`src/rtl/schoening_solver_pkg.sv`:
```
// Shared definitions for the Schoening 3SAT engine: state encodings,
// width helper and the randomness source polynomial.
package schoening_solver_pkg;

    typedef enum logic [1:0] {
        ST_IDLE   = 2'd0,
        ST_INIT   = 2'd1,
        ST_SEARCH = 2'd2,
        ST_DONE   = 2'd3
    } state_t;

    // Right-shifting Galois form of x^32 + x^22 + x^2 + x + 1.
    localparam logic [31:0] LFSR_TAPS = 32'h8020_0003;

    // Bits needed to index v items; never less than 1.
    function automatic int log2c(input int v);
        int r;
        r = 0;
        for (int i = 0; i < 31; i++) begin
            if ((1 << i) < v) r = i + 1;
        end
        return (r < 1) ? 1 : r;
    endfunction

endpackage

```
`src/rtl/schoening_solver_random_pick.sv`:
```
// random_pick: chooses one set bit of i_vec, starting the priority search at
// position i_rot, so each candidate gets picked depending on the random offset.
module random_pick
    import schoening_solver_pkg::*;
#(
    parameter int W = 8
) (
    input  logic [W-1:0]          i_vec,
    input  logic [log2c(W)-1:0]   i_rot,
    output logic [W-1:0]          o_onehot,
    output logic [log2c(W)-1:0]   o_idx,
    output logic                  o_none
);

    localparam int RW = log2c(W);

    logic [RW-1:0] w_r;
    logic [W-1:0]  w_rot;
    logic [W-1:0]  w_low;

    always_comb begin
        // Offsets past W fold back once; the field is narrower than 2*W.
        if ({1'b0, i_rot} >= (RW+1)'(W)) w_r = i_rot - RW'(W);
        else                              w_r = i_rot;
        w_rot    = W'({i_vec, i_vec} >> w_r);
        w_low    = w_rot & (-w_rot);
        o_onehot = W'(({w_low, w_low} << w_r) >> W);
        o_idx    = '0;
        for (int i = 0; i < W; i++) begin
            if (o_onehot[i]) o_idx = o_idx | RW'(i);
        end
        o_none = ~|i_vec;
    end

endmodule

```
`src/rtl/schoening_solver.sv`:
```
// Schoening random-walk 3SAT engine with loadable clause table and bounded
// restarts. Define SCHOENING_STATS_EN to add flips_total/restarts counters.
//   state     | meaning
//   ST_IDLE   | after reset, table writable, waiting for start
//   ST_INIT   | load random assignment, reload flip budget, count a try
//   ST_SEARCH | check clauses, flip one literal per cycle
//   ST_DONE   | result held, table writable, waiting for start
module schoening_solver
    import schoening_solver_pkg::*;
#(
    parameter int          N     = 32,
    parameter int          M     = 16,
    parameter int          FLIPS = 3*N,
    parameter int          TRIES = 64,
    parameter logic [31:0] SEED  = 32'hACE1_0001
) (
    input  logic                  clk,
    input  logic                  reset,
    input  logic                  cfg_we,
    input  logic [log2c(M)-1:0]   cfg_addr,
    input  logic [N-1:0]          cfg_pos,
    input  logic [N-1:0]          cfg_neg,
    input  logic                  start,
    output logic                  busy,
    output logic                  done,
    output logic                  sat,
    output logic [N-1:0]          solution,
    output logic [15:0]           tries_used
`ifdef SCHOENING_STATS_EN
    ,
    output logic [31:0]           flips_total,
    output logic [15:0]           restarts
`endif
);

    localparam int CW = log2c(M);
    localparam int LW = log2c(N);
    localparam int FW = log2c(FLIPS + 1);

    state_t        r_state, w_state_nxt;
    logic [N-1:0]  r_pos [M];
    logic [N-1:0]  r_neg [M];
    logic [N-1:0]  r_x;
    logic [N-1:0]  r_solution;
    logic [31:0]   r_lfsr;
    logic [FW-1:0] r_flip_cnt;
    logic [15:0]   r_tries;
    logic          r_done, r_sat;

    logic [M-1:0]  w_unsat, w_c_onehot;
    logic [CW-1:0] w_c_idx;
    logic          w_all_sat;
    logic [N-1:0]  w_lits, w_flip;
    logic [LW-1:0] w_l_idx;
    logic          w_l_none;
    logic          w_unused_pick;
    logic          w_cfg_ok, w_accept, w_do_init, w_do_flip, w_do_sat, w_do_fail, w_do_restart;

    // Empty slots (pos==neg==0) never report unsatisfied.
    always_comb begin
        for (int i = 0; i < M; i++) begin
            w_unsat[i] = (|(r_pos[i] | r_neg[i])) &&
                         !((|(r_pos[i] & r_x)) || (|(r_neg[i] & ~r_x)));
        end
    end

    random_pick #(.W(M)) u_pick_clause (
        .i_vec    (w_unsat),
        .i_rot    (r_lfsr[CW-1:0]),
        .o_onehot (w_c_onehot),
        .o_idx    (w_c_idx),
        .o_none   (w_all_sat)
    );

    always_comb begin
        w_lits = '0;
        for (int i = 0; i < M; i++) begin
            if (w_c_onehot[i]) w_lits = w_lits | r_pos[i] | r_neg[i];
        end
    end

    random_pick #(.W(N)) u_pick_lit (
        .i_vec    (w_lits),
        .i_rot    (r_lfsr[CW+LW-1:CW]),
        .o_onehot (w_flip),
        .o_idx    (w_l_idx),
        .o_none   (w_l_none)
    );

    assign w_unused_pick = ^{w_c_idx, w_l_idx};

    always_comb begin
        w_state_nxt  = r_state;
        w_accept     = 1'b0;
        w_do_init    = 1'b0;
        w_do_flip    = 1'b0;
        w_do_sat     = 1'b0;
        w_do_fail    = 1'b0;
        w_do_restart = 1'b0;
        case (r_state)
            ST_IDLE, ST_DONE: begin
                if (start) begin
                    w_accept    = 1'b1;
                    w_state_nxt = ST_INIT;
                end
            end
            ST_INIT: begin
                w_do_init   = 1'b1;
                w_state_nxt = ST_SEARCH;
            end
            ST_SEARCH: begin
                if (w_all_sat) begin
                    w_do_sat    = 1'b1;
                    w_state_nxt = ST_DONE;
                end else if (r_flip_cnt == '0) begin
                    if ((TRIES != 0) && (r_tries == 16'(TRIES))) begin
                        w_do_fail   = 1'b1;
                        w_state_nxt = ST_DONE;
                    end else begin
                        w_do_restart = 1'b1;
                        w_state_nxt  = ST_INIT;
                    end
                end else if (!w_l_none) begin
                    w_do_flip = 1'b1;
                end
            end
            default: w_state_nxt = ST_IDLE;
        endcase
    end

    assign w_cfg_ok = cfg_we && ((r_state == ST_IDLE) || (r_state == ST_DONE));

    always_ff @(posedge clk) begin
        if (!reset) r_state <= ST_IDLE;
        else        r_state <= w_state_nxt;
    end

    always_ff @(posedge clk) begin
        if (!reset) begin
            r_lfsr     <= SEED;
            r_x        <= '0;
            r_solution <= '0;
            r_flip_cnt <= '0;
            r_tries    <= '0;
            r_done     <= 1'b0;
            r_sat      <= 1'b0;
            for (int i = 0; i < M; i++) begin
                r_pos[i] <= '0;
                r_neg[i] <= '0;
            end
        end else begin
            r_lfsr <= {1'b0, r_lfsr[31:1]} ^ (r_lfsr[0] ? LFSR_TAPS : 32'h0);
            if (w_cfg_ok && (int'(cfg_addr) < M)) begin
                r_pos[cfg_addr] <= cfg_pos;
                r_neg[cfg_addr] <= cfg_neg;
            end
            if (w_accept) begin
                r_done     <= 1'b0;
                r_sat      <= 1'b0;
                r_solution <= '0;
                r_tries    <= '0;
            end
            if (w_do_init) begin
                for (int i = 0; i < N; i++) r_x[i] <= r_lfsr[i % 32];
                r_flip_cnt <= FW'(FLIPS);
                if (r_tries != 16'hFFFF) r_tries <= r_tries + 16'd1;
            end
            if (w_do_flip) begin
                r_x        <= r_x ^ w_flip;
                r_flip_cnt <= r_flip_cnt - FW'(1);
            end
            if (w_do_sat) begin
                r_solution <= r_x;
                r_sat      <= 1'b1;
                r_done     <= 1'b1;
            end
            if (w_do_fail) begin
                r_solution <= '0;
                r_sat      <= 1'b0;
                r_done     <= 1'b1;
            end
        end
    end

    assign busy       = (r_state == ST_INIT) || (r_state == ST_SEARCH);
    assign done       = r_done;
    assign sat        = r_sat;
    assign solution   = r_solution;
    assign tries_used = r_tries;

`ifdef SCHOENING_STATS_EN
    logic [31:0] r_flips_total;
    logic [15:0] r_restarts;

    always_ff @(posedge clk) begin
        if (!reset) begin
            r_flips_total <= '0;
            r_restarts    <= '0;
        end else if (w_accept) begin
            r_flips_total <= '0;
            r_restarts    <= '0;
        end else begin
            if (w_do_flip && (r_flips_total != 32'hFFFF_FFFF)) r_flips_total <= r_flips_total + 32'd1;
            if (w_do_restart && (r_restarts != 16'hFFFF))      r_restarts    <= r_restarts + 16'd1;
        end
    end

    assign flips_total = r_flips_total;
    assign restarts    = r_restarts;
`endif

endmodule

```
`config.mk`:
```
export PLATFORM = sky130hd
export DESIGN_NAME = schoening_solver
export DESIGN_NICKNAME = d
export VERILOG_FILES = /design/src/rtl/schoening_solver_pkg.sv /design/src/rtl/schoening_solver_random_pick.sv /design/src/rtl/schoening_solver.sv
export SDC_FILE = /design/constraint.sdc
export NUM_CORES = 2
export LEC_CHECK = 0
export ABC_AREA = 1
export CAP_MARGIN = 20
export CORE_ASPECT_RATIO = 0.75
export CORE_MARGIN = 2
export CORE_UTILIZATION = 40
export CTS_CLUSTER_DIAMETER = 30
export DETAILED_ROUTE_END_ITERATION = 10
export GPL_TIMING_DRIVEN = 1
export PLACE_DENSITY_LB_ADDON = 0.25
export SKIP_LAST_GASP = 1
export SLEW_MARGIN = 25
export SYNTH_ARGS = -nofsm -noshare
export SYNTH_HDL_FRONTEND = slang
export SYNTH_HIERARCHICAL = 1
export SYNTH_SLANG_ARGS = --single-unit
```
`constraint.sdc`:
```
create_clock -name clk -period 10.9 [get_ports clk]
set_input_delay 1.635 -clock clk [delete_from_list [all_inputs] [get_ports clk]]
set_output_delay 1.635 -clock clk [all_outputs]
set_load 0.02 [all_outputs]
```
==> metrics.txt <==
status=completed; gr usage total=0.406; grt met1 use=0.559; vias in the first global route=62000; Vias/cell=5.83; final hold violation count=0; setup violators final=0; most used cell, CP=nand2_1; M2 GR Usage=0.555; num rows=129; GR met3 Demand/Resource=0.134; Clock Latency Late Sink=0.89 ns; Post-Route WL=352000 µm; CP endpoint kind=register; Worst Setup Slack, final=0.278 ns; CTS tree=done; H-tree lvl count=4; routed length per instance=30.2 µm; RSZ-0062 raised after global routing=no; power per cell area=193 mW/mm²; most common cell after layout, fill and taps aside=nand2_1; remaining antenna violation count=0; Worst path slowest cell=inv_1; pre-CTS WS=-0.0288 ns; FILL cells=16300; Startpoint Class=register; maximum clock path buffer count=3; Slew Viols, Final=0; Worst Tran Pin Value=1.19 ns; period utilization=0.975; Crit Path Max Fanout=10; initial antenna violation count=25; Fmax=94.1 MHz; CP Class=reg2reg; Mapped Area=0.0663 mm²; Hold Path Depth=2; gr ovfl total=0; Post-DP HPWL=257000 µm; die width=474 µm; required time of the critical path=11.63 ns; Placeable Area=0.165 mm²; I/O pin cnt=123; GR peak layer=met1; CTS sink count=1147; Port Buf Inserts=122; clock buffer count from CTS=236; total power=15.4 mW; DRC=0; Yosys Warn Count=6; Worst EP arrival=11.35 ns; DRT Pass-1 Iters=7; clk slew on worst S/H paths=0.06 ns; first-pass GRT wire length=476000 µm; maximum vdd drop=0.138 mV; Max Cap Violations=0; Starting Density=0.403; Final min period=10.62 ns; syn_area_per_cell=7.44 µm²; Mapped Cells=8911; Initial DRC Count=12300; largest net degree at the start of global routing=90; final hold slack=0.418 ns; area grow syn2layout=20.4%; RD Place Congestion=1.13; Reg2Reg Depth=59; most frequent cells in the layout=2801 x nand2_1, 2162 x nor2_1, 1024 x edfxtp_1; Syn Nets=8990; chip height=357 µm; Slew headroom=0.205; clk root buf=clkbuf_16; Hold Crit Class=reg2reg; layout cells sized above 1=0.122; final layout net count=9288; Leak=35.6 nW; CP max stage delay=0.61 ns; Worst Skew=0.0715 ns; via count=68000; Die Area=0.169 mm²
-- per-layer routing --
metal  vias up  wire, µm
met5         -        58
met4         8     22900
met3       971     53300
met2      5346    139000
met1     32400    137000
li1      29200         -
-- report_power, final --
group	total, mW	internal (mW)	switching, mW
Clock	7.58	4.81	2.77
Sequential	5.13	4.97	0.153
Combinational	2.72	0.670	2.06
-- critical path, delay by kind of cell (launching register included) --
kind	cells	cell delay (ns)
AND/OR/NAND/NOR	49	7.55
buffers and inverters	8	2.11
flip-flops	1	0.33
AO/OA/AOI/OAI	1	0.33
XOR/XNOR	1	0.06
-- state kept, by name, summed over array words and instances, names as in the netlist --
signal and flops:
r_neg 512, r_pos 512, r_lfsr 32, r_x 32
solution 32, tries_used 16, r_flip_cnt 7, r_state 2
done 1, sat 1
-- area by class of cell --
class / count / area (µm²) / share of cell area
clock inverters: 191 / 2390 / 0.0299
diodes: 12 / 30.0 / 0.000376
clock buffers: 255 / 5980 / 0.0748
repair buffers: 539 / 4510 / 0.0565
well taps: 2227 / 2790 / 0.0349
flip-flops and latches: 1147 / 33200 / 0.416
inverters: 707 / 2660 / 0.0333
multi-input cells: 6578 / 28300 / 0.354
-- path summary, 6_finish.rpt --
check	slack (ns)	start	to
worst max-delay path	0.28	r_x[10]	r_x[29]
worst min-delay path	0.42	r_lfsr[19]	r_lfsr[18]
worst max register to register	0.28	r_x[10]	r_x[29]
worst min register to register	0.42	r_lfsr[19]	r_lfsr[18]
-- through the flow --
step | TNS (ns) | cell area (µm²) | utilization | cells
2_1_floorplan | 0 | 66300 | - | 8911
3_3_place_gp | -0.00331 | 71400 | 0.433 | 11200
3_5_place_dp | -0.0288 | 71400 | 0.434 | 11200
4_1_cts | 0 | 79800 | 0.484 | 11600
5_1_grt | 0 | 79900 | 0.485 | 11600
6_report | 0 | 79900 | 0.485 | 11700
-- repair_timing --
item / CTS / global route
hold buffers: 0 / 0
setup endpoints to repair: 1 / 32
setup buffers: 0 / 2
resized for setup: 1 / 12
No activity file was read; power rests on OpenSTA's default activity.
